`src/rtl/line_buffer_ctrl.sv`:
```
// rtl/line_buffer_ctrl.sv - raster pixel stream to multi-line SRAM strobes and stencil columns
//
// Purpose: writes each accepted pixel into the line slot being filled, reads the same
// column from the other LINES-1 slots, and presents one LINES-tall column per accepted
// pixel (oldest row first, current pixel last) through a 1-deep output slot.
// Optional feature macro: LB_SOF_CHECK_EN (sticky out_err on mid-row SOF or pre-SOF pixel).
//
// Ports:
//   clk, rst            clock, asynchronous active-high reset
//   in_valid/in_ready   input pixel handshake; in_sof marks frame start; in_data pixel
//   sram_addr/wen/ren   per line, per port (port 0 write, port 1 read)
//   sram_wdata          write data; sram_rdata read data, valid one cycle after ren
//   out_valid/out_ready column handshake; out_col [0]=oldest row .. [LINES-1]=current
//   out_x               column index of out_col
//   out_err             sticky framing error (0 when the check is not built)
module line_buffer_ctrl #(
  parameter int WIDTH = 1920,
  parameter int BITS  = 16,
  parameter int CHAN  = 3,
  parameter int LINES = 3,
  parameter int PORTS = 2,
  parameter int AW    = $clog2(WIDTH)
) (
  input  logic                                       clk,
  input  logic                                       rst,
  input  logic                                       in_valid,
  output logic                                       in_ready,
  input  logic                                       in_sof,
  input  logic [CHAN*BITS-1:0]                       in_data,
  output logic [LINES-1:0][PORTS-1:0][AW-1:0]        sram_addr,
  output logic [LINES-1:0][PORTS-1:0]                sram_wen,
  output logic [LINES-1:0][PORTS-1:0]                sram_ren,
  output logic [CHAN*BITS-1:0]                       sram_wdata,
  input  logic [LINES-1:0][PORTS-1:0][CHAN*BITS-1:0] sram_rdata,
  output logic                                       out_valid,
  input  logic                                       out_ready,
  output logic [LINES-1:0][CHAN*BITS-1:0]            out_col,
  output logic [AW-1:0]                              out_x,
  output logic                                       out_err
);

  localparam int DW = CHAN*BITS;
  localparam int LW = (LINES > 1) ? $clog2(LINES) : 1;

  typedef enum logic {FILL, STREAM} state_t;

  state_t                      state;
  logic [AW-1:0]               col;
  logic [LW-1:0]               wr_line;
  logic [LW-1:0]               row_cnt;
  logic                        rd_pending;
  logic [DW-1:0]               pix_d;
  logic [LW-1:0]               wl_d;
  logic [LINES-1:0][DW-1:0]    col_hold;

  logic                        accept;
  logic                        drop;
  logic                        wr_acc;
  logic                        emit;
  logic                        last_col;
  logic [AW-1:0]               eff_col;
  logic [LW-1:0]               eff_line;
  logic [LW-1:0]               eff_row;
  state_t                      eff_state;
  logic                        unused_rdata;

  // Line slot holding the j-th oldest row when wl is the slot being written.
  function automatic logic [LW-1:0] slot_of(input logic [LW-1:0] wl, input int j);
    return LW'((int'(wl) + 1 + j) % LINES);
  endfunction

  assign in_ready = !rst && (!out_valid || out_ready);
  assign accept   = in_valid && in_ready;
  assign wr_acc   = accept && !drop;

  // An accepted SOF restarts the frame before this pixel is placed.
  assign eff_col   = in_sof ? '0 : col;
  assign eff_line  = in_sof ? '0 : wr_line;
  assign eff_row   = in_sof ? '0 : row_cnt;
  assign eff_state = in_sof ? FILL : state;
  assign last_col  = (eff_col == AW'(WIDTH-1));
  assign emit      = wr_acc && (eff_state == STREAM);

  assign sram_wdata = in_data;

  always_comb begin
    sram_addr = '0;
    sram_wen  = '0;
    sram_ren  = '0;
    for (int k = 0; k < LINES; k++) begin
      for (int p = 0; p < PORTS; p++) begin
        sram_addr[k][p] = eff_col;
      end
      if (wr_acc) begin
        if (LW'(k) == eff_line) sram_wen[k][0] = 1'b1;
        else                    sram_ren[k][1] = 1'b1;
      end
    end
  end

  // Fresh read data is only on the SRAM outputs the cycle after the read; afterwards the
  // column is served from col_hold so it stays stable under backpressure.
  always_comb begin
    out_col = col_hold;
    if (rd_pending) begin
      for (int j = 0; j < LINES-1; j++) begin
        out_col[j] = sram_rdata[slot_of(wl_d, j)][1];
      end
      out_col[LINES-1] = pix_d;
    end
  end

  always_comb begin
    unused_rdata = 1'b0;
    for (int k = 0; k < LINES; k++) begin
      for (int p = 0; p < PORTS; p++) begin
        if (p != 1) unused_rdata = unused_rdata ^ (^sram_rdata[k][p]);
      end
    end
  end

  always_ff @(posedge clk or posedge rst) begin
    if (rst) begin
      state      <= FILL;
      col        <= '0;
      wr_line    <= '0;
      row_cnt    <= '0;
      out_valid  <= 1'b0;
      rd_pending <= 1'b0;
      out_x      <= '0;
      pix_d      <= '0;
      wl_d       <= '0;
      col_hold   <= '0;
    end else begin
      rd_pending <= 1'b0;
      if (accept) begin
        out_valid  <= emit;
        rd_pending <= emit;
        if (emit) begin
          out_x <= eff_col;
          pix_d <= in_data;
          wl_d  <= eff_line;
        end
      end else if (out_ready) begin
        out_valid <= 1'b0;
      end

      if (rd_pending) col_hold <= out_col;

      if (wr_acc) begin
        if (last_col) begin
          col     <= '0;
          wr_line <= (eff_line == LW'(LINES-1)) ? '0 : eff_line + 1'b1;
          row_cnt <= (eff_row == LW'(LINES-1)) ? eff_row : eff_row + 1'b1;
          state   <= (eff_state == FILL && eff_row == LW'(LINES-2)) ? STREAM : eff_state;
        end else begin
          col     <= eff_col + 1'b1;
          wr_line <= eff_line;
          row_cnt <= eff_row;
          state   <= eff_state;
        end
      end
    end
  end

`ifdef LB_SOF_CHECK_EN
  logic sof_seen;
  logic err_q;

  // Pixels before the first SOF of a frame are swallowed without touching the SRAM.
  assign drop    = !in_sof && !sof_seen;
  assign out_err = err_q;

  always_ff @(posedge clk or posedge rst) begin
    if (rst) begin
      sof_seen <= 1'b0;
      err_q    <= 1'b0;
    end else if (accept) begin
      if (in_sof) sof_seen <= 1'b1;
      if ((in_sof && col != '0) || drop) err_q <= 1'b1;
    end
  end
`else
  assign drop    = 1'b0;
  assign out_err = 1'b0;
`endif

endmodule

```
`config.mk`:
```
export PLATFORM = sky130hd
export DESIGN_NAME = line_buffer_ctrl
export DESIGN_NICKNAME = d
export VERILOG_FILES = /design/src/rtl/line_buffer_ctrl.sv
export SDC_FILE = /design/constraint.sdc
export NUM_CORES = 1
export LEC_CHECK = 0
export BUFFER_PORTS_ARGS = -buffer_cell sky130_fd_sc_hd__buf_2
export CAP_MARGIN = 40
export CORE_AREA = 2 2 245 247
export DETAILED_ROUTE_END_ITERATION = 6
export DIE_AREA = 0 0 247 249
export GPL_TIMING_DRIVEN = 0
export REMOVE_ABC_BUFFERS = 1
export SLEW_MARGIN = 0
export SYNTH_ARGS = -nofsm -noshare
export SYNTH_HDL_FRONTEND = slang
export SYNTH_SLANG_ARGS = --single-unit
```
`constraint.sdc`:
```
create_clock -name clk -period 6.95 [get_ports clk]
set_input_delay 0.3475 -clock clk [delete_from_list [all_inputs] [get_ports clk]]
set_output_delay 0.3475 -clock clk [all_outputs]
set_load 0.1 [all_outputs]
```
==> impl_results.md, run 1 <==
* Top-area cell type share of the netlist area at 44.08%
* Reg2reg path depth at 6
* Die footprint at 61500 um2
* Top FF cell, synth: dfrtp_1
* LEAKAGE at 0.008184 uW
* Routed length per placed instance at 14.93 um
* Achievable Freq at 0.2507 GHz
* CTS sink count at 223
* # port buffers at 473
* RR Startpoint: wl_d[0]
* Min setup slack post-route at 2.961 ns
* Critical Path Source Type: register
* Hold path cells at 2
* Initial core utilization at 21.57%
* Vias/cell at 4.385
* Most frequent cell after synthesis: dfrtp_1
* Crit path top cell by count: a21oi_1
* Antenna violations before repair at 3
* Root Buffer: clkbuf_16
* Register-to-register setup slack at 4.23 ns
* First-pass GRT wire length at 53850 um
* Drt first-iter violations at 320
* Final core utilization at 27.42%
* VDD IR-drop max at 162.1 uV
* Sequential-to-total area share from yosys stat at 44.08%
* Syn Area/Cell at 10.34 um2
* Data arrival, critical path at 3.64 ns
* Number of synthesis warnings at 0
* Slowest stage delay, CP at 0.77 ns
* Pre-CTS worst setup slack at 3.391 ns
* Worst Hold Launch: in_data[23]
* Synth area leader: dfrtp_1
* Seq cells post-synth at 223
* CTS max path bufs at 3
* Final Skew at 0.01393 ns
* Remaining Overflow, GRT at 0
* DP Area at 15100 um2
* Setup TNS at 0 ns
* Hpwl dp at 25340 um
* DIE HEIGHT at 249 um
* Slew margin rel. at 44.95%
* Hold violation count in the final report at 0
* Worst path slowest cell: nor2b_4
* Area Overhead vs Synth at 27.10%
* Pin count of the biggest net entering global routing at 116
* Fin. max-slew vios at 0
* Element type at the critical path end: output port
* Most frequent cells after synthesis: 223 x dfrtp_1, 152 x mux2_2, 147 x a21oi_1, 117 x buf_4, 108 x nor2_1
* DR pass1 iterations at 5
* Clk_lat worst skew at 0.56 ns
* H-tree levels at 1
* Async S/R FF share, synth at 100.0%
* Hold slack at 0.04695 ns
* Run status: complete, no violations
* DR DRC count at 0
* Vias in the first global route at 10.02k
* RR Endpoint: col_hold[76]
* Count of different cell masters after synthesis at 48
* Mapped Cells at 1224
* Final ANT Viol Nets at 0
* Clk pin slew, worst setup/hold paths at 0.06 ns
* Tcrit/Tclk final at 57.40%
* Total track usage at 10.82%
* Post-route cell area at 16090 um2
* Vias at 10.27k
* Core Region at 58690 um2
* Setup Viol. Count Final at 0
* Min Tclk post-route at 3.989 ns
* Critical path, cell by cell: inv_1 > ha_4 > nor2b_4 > buf_12 > a21oi_1 > a21oi_1 > buf_2
* Setup bufs post-CTS at 0
* Post-CTS Resized at 0
* Post-synth EDFFs at 0
* Max-cap violations at 0
* Worst setup path class: register to output port
* Die W at 247 um
* Synthesized area at 12660 um2
* Worst endpoint required time at 6.60 ns
* Synth area leaders: dfrtp_1 44%, mux2_2 14%, mux2i_1 7.7%
* Setup repair after global routing missed its margin: false
* Crit path from: wl_d[0]
* WHS Endpoint: pix_d[23]
* I/O pin total at 625
* Slew @ Worst Pin at 0.8257 ns
* CTS Hold Bufs at 10
* Layout net count at 1894
* Final GP Congestion at 0.7709
* CTS Buf Count at 27
* Layout cell share with drive strength beyond 1 at 44.04%
* WL final at 34990 um
* Site Rows at 89
* Worst Path Max Fanout at 49
* Power Density at 197.5 nW/um2
* CTS tree: yes
* Worst min-delay path category: input pin to register
## final cells by class
type,instances,area (um2)
Tap cell,773,967.2
Inverter,6,30.03
Antenna cell,1,2.502
Sequential cell,223,5584
Multi-Input combinational cell,797,5879
Fill cell,6168,42590
Timing Repair Buffer,493,2735
Clock inverter,11,112.6
Clock buffer,39,780.7
## stage by stage
| stage | std cells | power, uW |
|---|---|---|
| finish | 2343 | 3178 |
| global route | 2343 | 3327 |
| CTS | 2342 | 3240 |
| detailed placement | 2282 | 1778 |
| global placement | 2272 | 1773 |
| floorplan | 1026 | 1541 |
## cells by family (layout without fill, tap and decap cells)
logic type                 after synthesis  count (layout)  share of synthesized area [%]
AOI/OAI and AO/OA                      313             313                          16.06
adders and majority gates                5               5                         0.4941
buffers and inverters                  210             549                          9.961
DFF                                    223             223                          44.08
muxes                                  254             254                          21.63
other                                    1               8                        0.02962
and+or+nand+nor                        218             218                          7.748
## registers in the layout (all words and copies together), names as in the netlist
signal,count
col,11
col_hold,144
out_valid,1
out_x,11
pix_d,48
rd_pending,1
row_cnt,2
state,1
wl_d,2
wr_line,2
## how the worst max path moves through the flow
stage / endpoint / slack, ns / depth (start not counted)
after floorplan: col[0] / -3.56 / 5
after detailed placement: out_col[71] / 3.39 / 6
after global placement: out_col[71] / -5.75 / 6
final: out_col[76] / 2.96 / 7
after global routing: out_col[71] / 2.70 / 6
after CTS: out_col[71] / 2.80 / 6
## routing by layer
layer / share of wire, % / global-route usage (%)
met1: 41 / 12.91
met2: 48 / 18.76
met3: 8.5 / 3.006
met4: 2.3 / 3.219
met5: 0.077 / 0
## worst max-delay path: cells and delay by family, from the launching register on
family	cells	cell delay, ns
and+or+nand+nor	1	0.77
adders and majority gates	1	0.66
AOI/OAI and AO/OA	2	0.35
buffers and inverters	3	0.83
DFF	1	0.42
## placed cells by master, fill, tap and decap left out, drive strengths merged, types with 7 or more instances in the layout
| master | n |
|---|---|
| clkinv | 7 |
| dlygate4sd3 | 10 |
| clkbuf | 39 |
| nor2b | 11 |
| nand2 | 61 |
| dfrtp | 223 |
| o21a | 96 |
| inv | 8 |
| a21oi | 147 |
| mux2i | 97 |
| o21ai | 9 |
| o221ai | 48 |
| conb | 7 |
| buf | 483 |
| mux2 | 157 |
| nor2 | 108 |
## report_power, final
group	internal (uW)	switching (uW)
Clock	852	570
Sequential	1300	7.90
Combinational	91.0	354
No activity file was read; power rests on OpenSTA's default activity.
==> inputs of run 2 (changes only) <==
Clock period 6.95 ns to 3.9 ns, I/O delays scaled along.
==> run 2 against run 1 <==
Setup slack worse by 2.5 ns. Combinational power up 94%. Largest cell class unchanged. Clock skew down 0.0012 ns. Final area up 5.5%.
==> impl_results.md, run 2 (synthesis gave the netlist of run 1 again) <==
* Vias/cell at 4.384 (was 4.385)
* Max-cap violations at 0 (unchanged)
* Achievable Freq at 0.2902 GHz
* Hold slack at 0.03012 ns (was 0.04695 ns)
* Setup repair after global routing missed its margin: false (unchanged)
* # port buffers at 473 (unchanged)
* Worst Hold Launch: sram_rdata[158] (was in_data[23])
* Pin count of the biggest net entering global routing at 116 (unchanged)
* Hpwl dp at 25340 um (unchanged)
* Tcrit/Tclk final at 88.34%
* Clk_lat worst skew at 0.56 ns (about the same)
* Element type at the critical path end: output port (unchanged)
* Run status: complete, no violations (unchanged)
* Vias in the first global route at 10.51k (was 10.02k)
* Top Registers: col_hold x144, pix_d x48 (unchanged)
* Critical path, cell by cell: inv_1 > ha_4 > buf_16 > mux2i_1 > nor2_1 > a21oi_1 > a21oi_1 > buf_2 (was inv_1 > ha_4 > nor2b_4 > buf_12 > a21oi_1 > a21oi_1 > buf_2)
* DR pass1 iterations at 4 (was 5)
* Final Skew at 0.01276 ns (was 0.01393 ns)
* DR DRC count at 0 (unchanged)
* Hold violation count in the final report at 0 (unchanged)
* Setup TNS at 0 ns (unchanged)
* RR Startpoint: out_valid (was wl_d[0])
* Crit path max-delay family: buffers and inverters (unchanged)
* Data arrival, critical path at 3.25 ns (was 3.64 ns)
* LEAKAGE at 0.008565 uW (was 0.008184 uW)
* Worst Path Max Fanout at 78 (was 49)
* CTS max path bufs at 3 (unchanged)
* Leading cell type in the layout, fill and taps excluded: buf_2 (unchanged)
* Die W at 247 um (unchanged)
* Worst setup path class: register to output port (unchanged)
* Initial core utilization at 21.57% (unchanged)
* Root Buffer: clkbuf_16 (unchanged)
* Commonest cells after routing, fill and taps aside: 473 x buf_2, 222 x dfrtp_1, 152 x mux2_2 (unchanged)
* I/O pin total at 625 (unchanged)
* Worst min-delay path category: input pin to register (unchanged)
* Fin. max-slew vios at 0 (unchanged)
* Slew margin rel. at 44.56% (was 44.95%)
* Worst path slowest cell: ha_4 (was nor2b_4)
* Total track usage at 11.16% (was 10.82%)
* Site Rows at 89 (unchanged)
* CTS Buf Count at 27 (unchanged)
* Min Tclk post-route at 3.445 ns
* Slew @ Worst Pin at 0.8316 ns (was 0.8257 ns)
* Critical Path Source Type: register (unchanged)
* WL final at 36200 um (was 34990 um)
* Area Overhead vs Synth at 34.13% (was 27.10%)
* Drt first-iter violations at 363 (was 320)
* Biggest register: col_hold (unchanged)
* Post-CTS Resized at 0 (unchanged)
* Power Density at 337.7 nW/um2 (was 197.5 nW/um2)
* DIE HEIGHT at 249 um (unchanged)
* Setup Viol. Count Final at 0 (unchanged)
* Slowest stage delay, CP at 0.51 ns (was 0.77 ns)
* Worst endpoint required time at 3.70 ns (was 6.60 ns)
* VDD IR-drop max at 289.1 uV (was 162.1 uV)
* Max FFs per register at 144 (unchanged)
* Vias at 10.66k (was 10.27k)
* Final ANT Viol Nets at 0 (unchanged)
* Remaining Overflow, GRT at 0 (unchanged)
* Layout net count at 1983 (was 1894)
* First-pass GRT wire length at 55850 um (was 53850 um)
* Crit path from: wl_d[0] (unchanged)
* Worst path bufs/invs at 3 (unchanged)
* CTS sink count at 223 (unchanged)
* Core Region at 58690 um2 (unchanged)
* Routed length per placed instance at 14.89 um (was 14.93 um)
* Final GP Congestion at 0.7709 (unchanged)
* H-tree levels at 1 (unchanged)
* Die footprint at 61500 um2 (unchanged)
* Antenna violations before repair at 4 (was 3)
* Layout cell share with drive strength beyond 1 at 41.98% (was 44.04%)
* CTS tree: yes (unchanged)
* Clk pin slew, worst setup/hold paths at 0.06 ns (about the same)
* Crit path top cell by count: a21oi_1 (unchanged)
-- run 2: cell types whose count changed in the layout (fill, tap and decap cells not counted), sizes merged --
| cell | before | now |
|---|---|---|
| buf | 483 | 488 |
| dlygate4sd3 | 10 | 94 |
-- run 2: final timing paths --
check	endpoint	slack, ns	cells after the start
worst max-delay path	out_col[71]	0.45	8
worst min-delay path	col_hold[62]	0.03	3
worst max register to register	pix_d[26]	1.36	5
worst min register to register	col_hold[19]	0.48	1
max in group asynchronous	col_hold[46]	2.53	4
min in group asynchronous	col_hold[109]	0.31	3
-- run 2: power by group --
group / switching (uW) / leakage, uW / internal (uW)
registers: 14.3 / 0.00286 / 2320
clock network: 1020 / 0.000448 / 1520
logic: 647 / 0.00526 / 217
-- run 2: per-stage QoR --
stage               power (uW)  util [%]  instance area, um2  setup slack [ns]  std cells
floorplan                 2747         -               11440            -6.566       1026
global placement          3159     25.18               14780            -8.647       2272
detailed placement        3169     25.72               15100            0.4931       2282
CTS                       5840     28.93               16980            0.3816       2431
global route              6001     28.94               16980            0.2480       2432
finish                    5735     28.94               16980            0.4546       2432
-- run 2: timing repair --
item | 4_1_cts | 5_1_grt
endpoints found under the hold margin | 201 | 0
endpoints found under the setup margin | 6 | 0
hold buffers | 94 | 0
setup buffers | 5 | 0
-- run 2: cell type report --
cell class / count / area (um2)
fill: 6070 / 41700
multi-input combinational: 797 / 5879
sequential: 223 / 5584
timing repair buffer: 582 / 3626
tap: 773 / 967.2
clock buffer: 39 / 780.7
clock inverter: 11 / 112.6
inverter: 6 / 30.03
antenna: 1 / 2.502
-- run 2: metal layers --
layer  GRT usage, %  routed length (um)
met3          2.984                2906
met1          13.18               14940
met4          3.150                 753
met5              0                  23
met2          19.69               17580
-- run 2: tightest hold or removal path, delay by kind of cell --
family | cells | cell delay [ns]
AOI/OAI and AO/OA | 2 | 0.22
buffers and inverters | 1 | 0.11
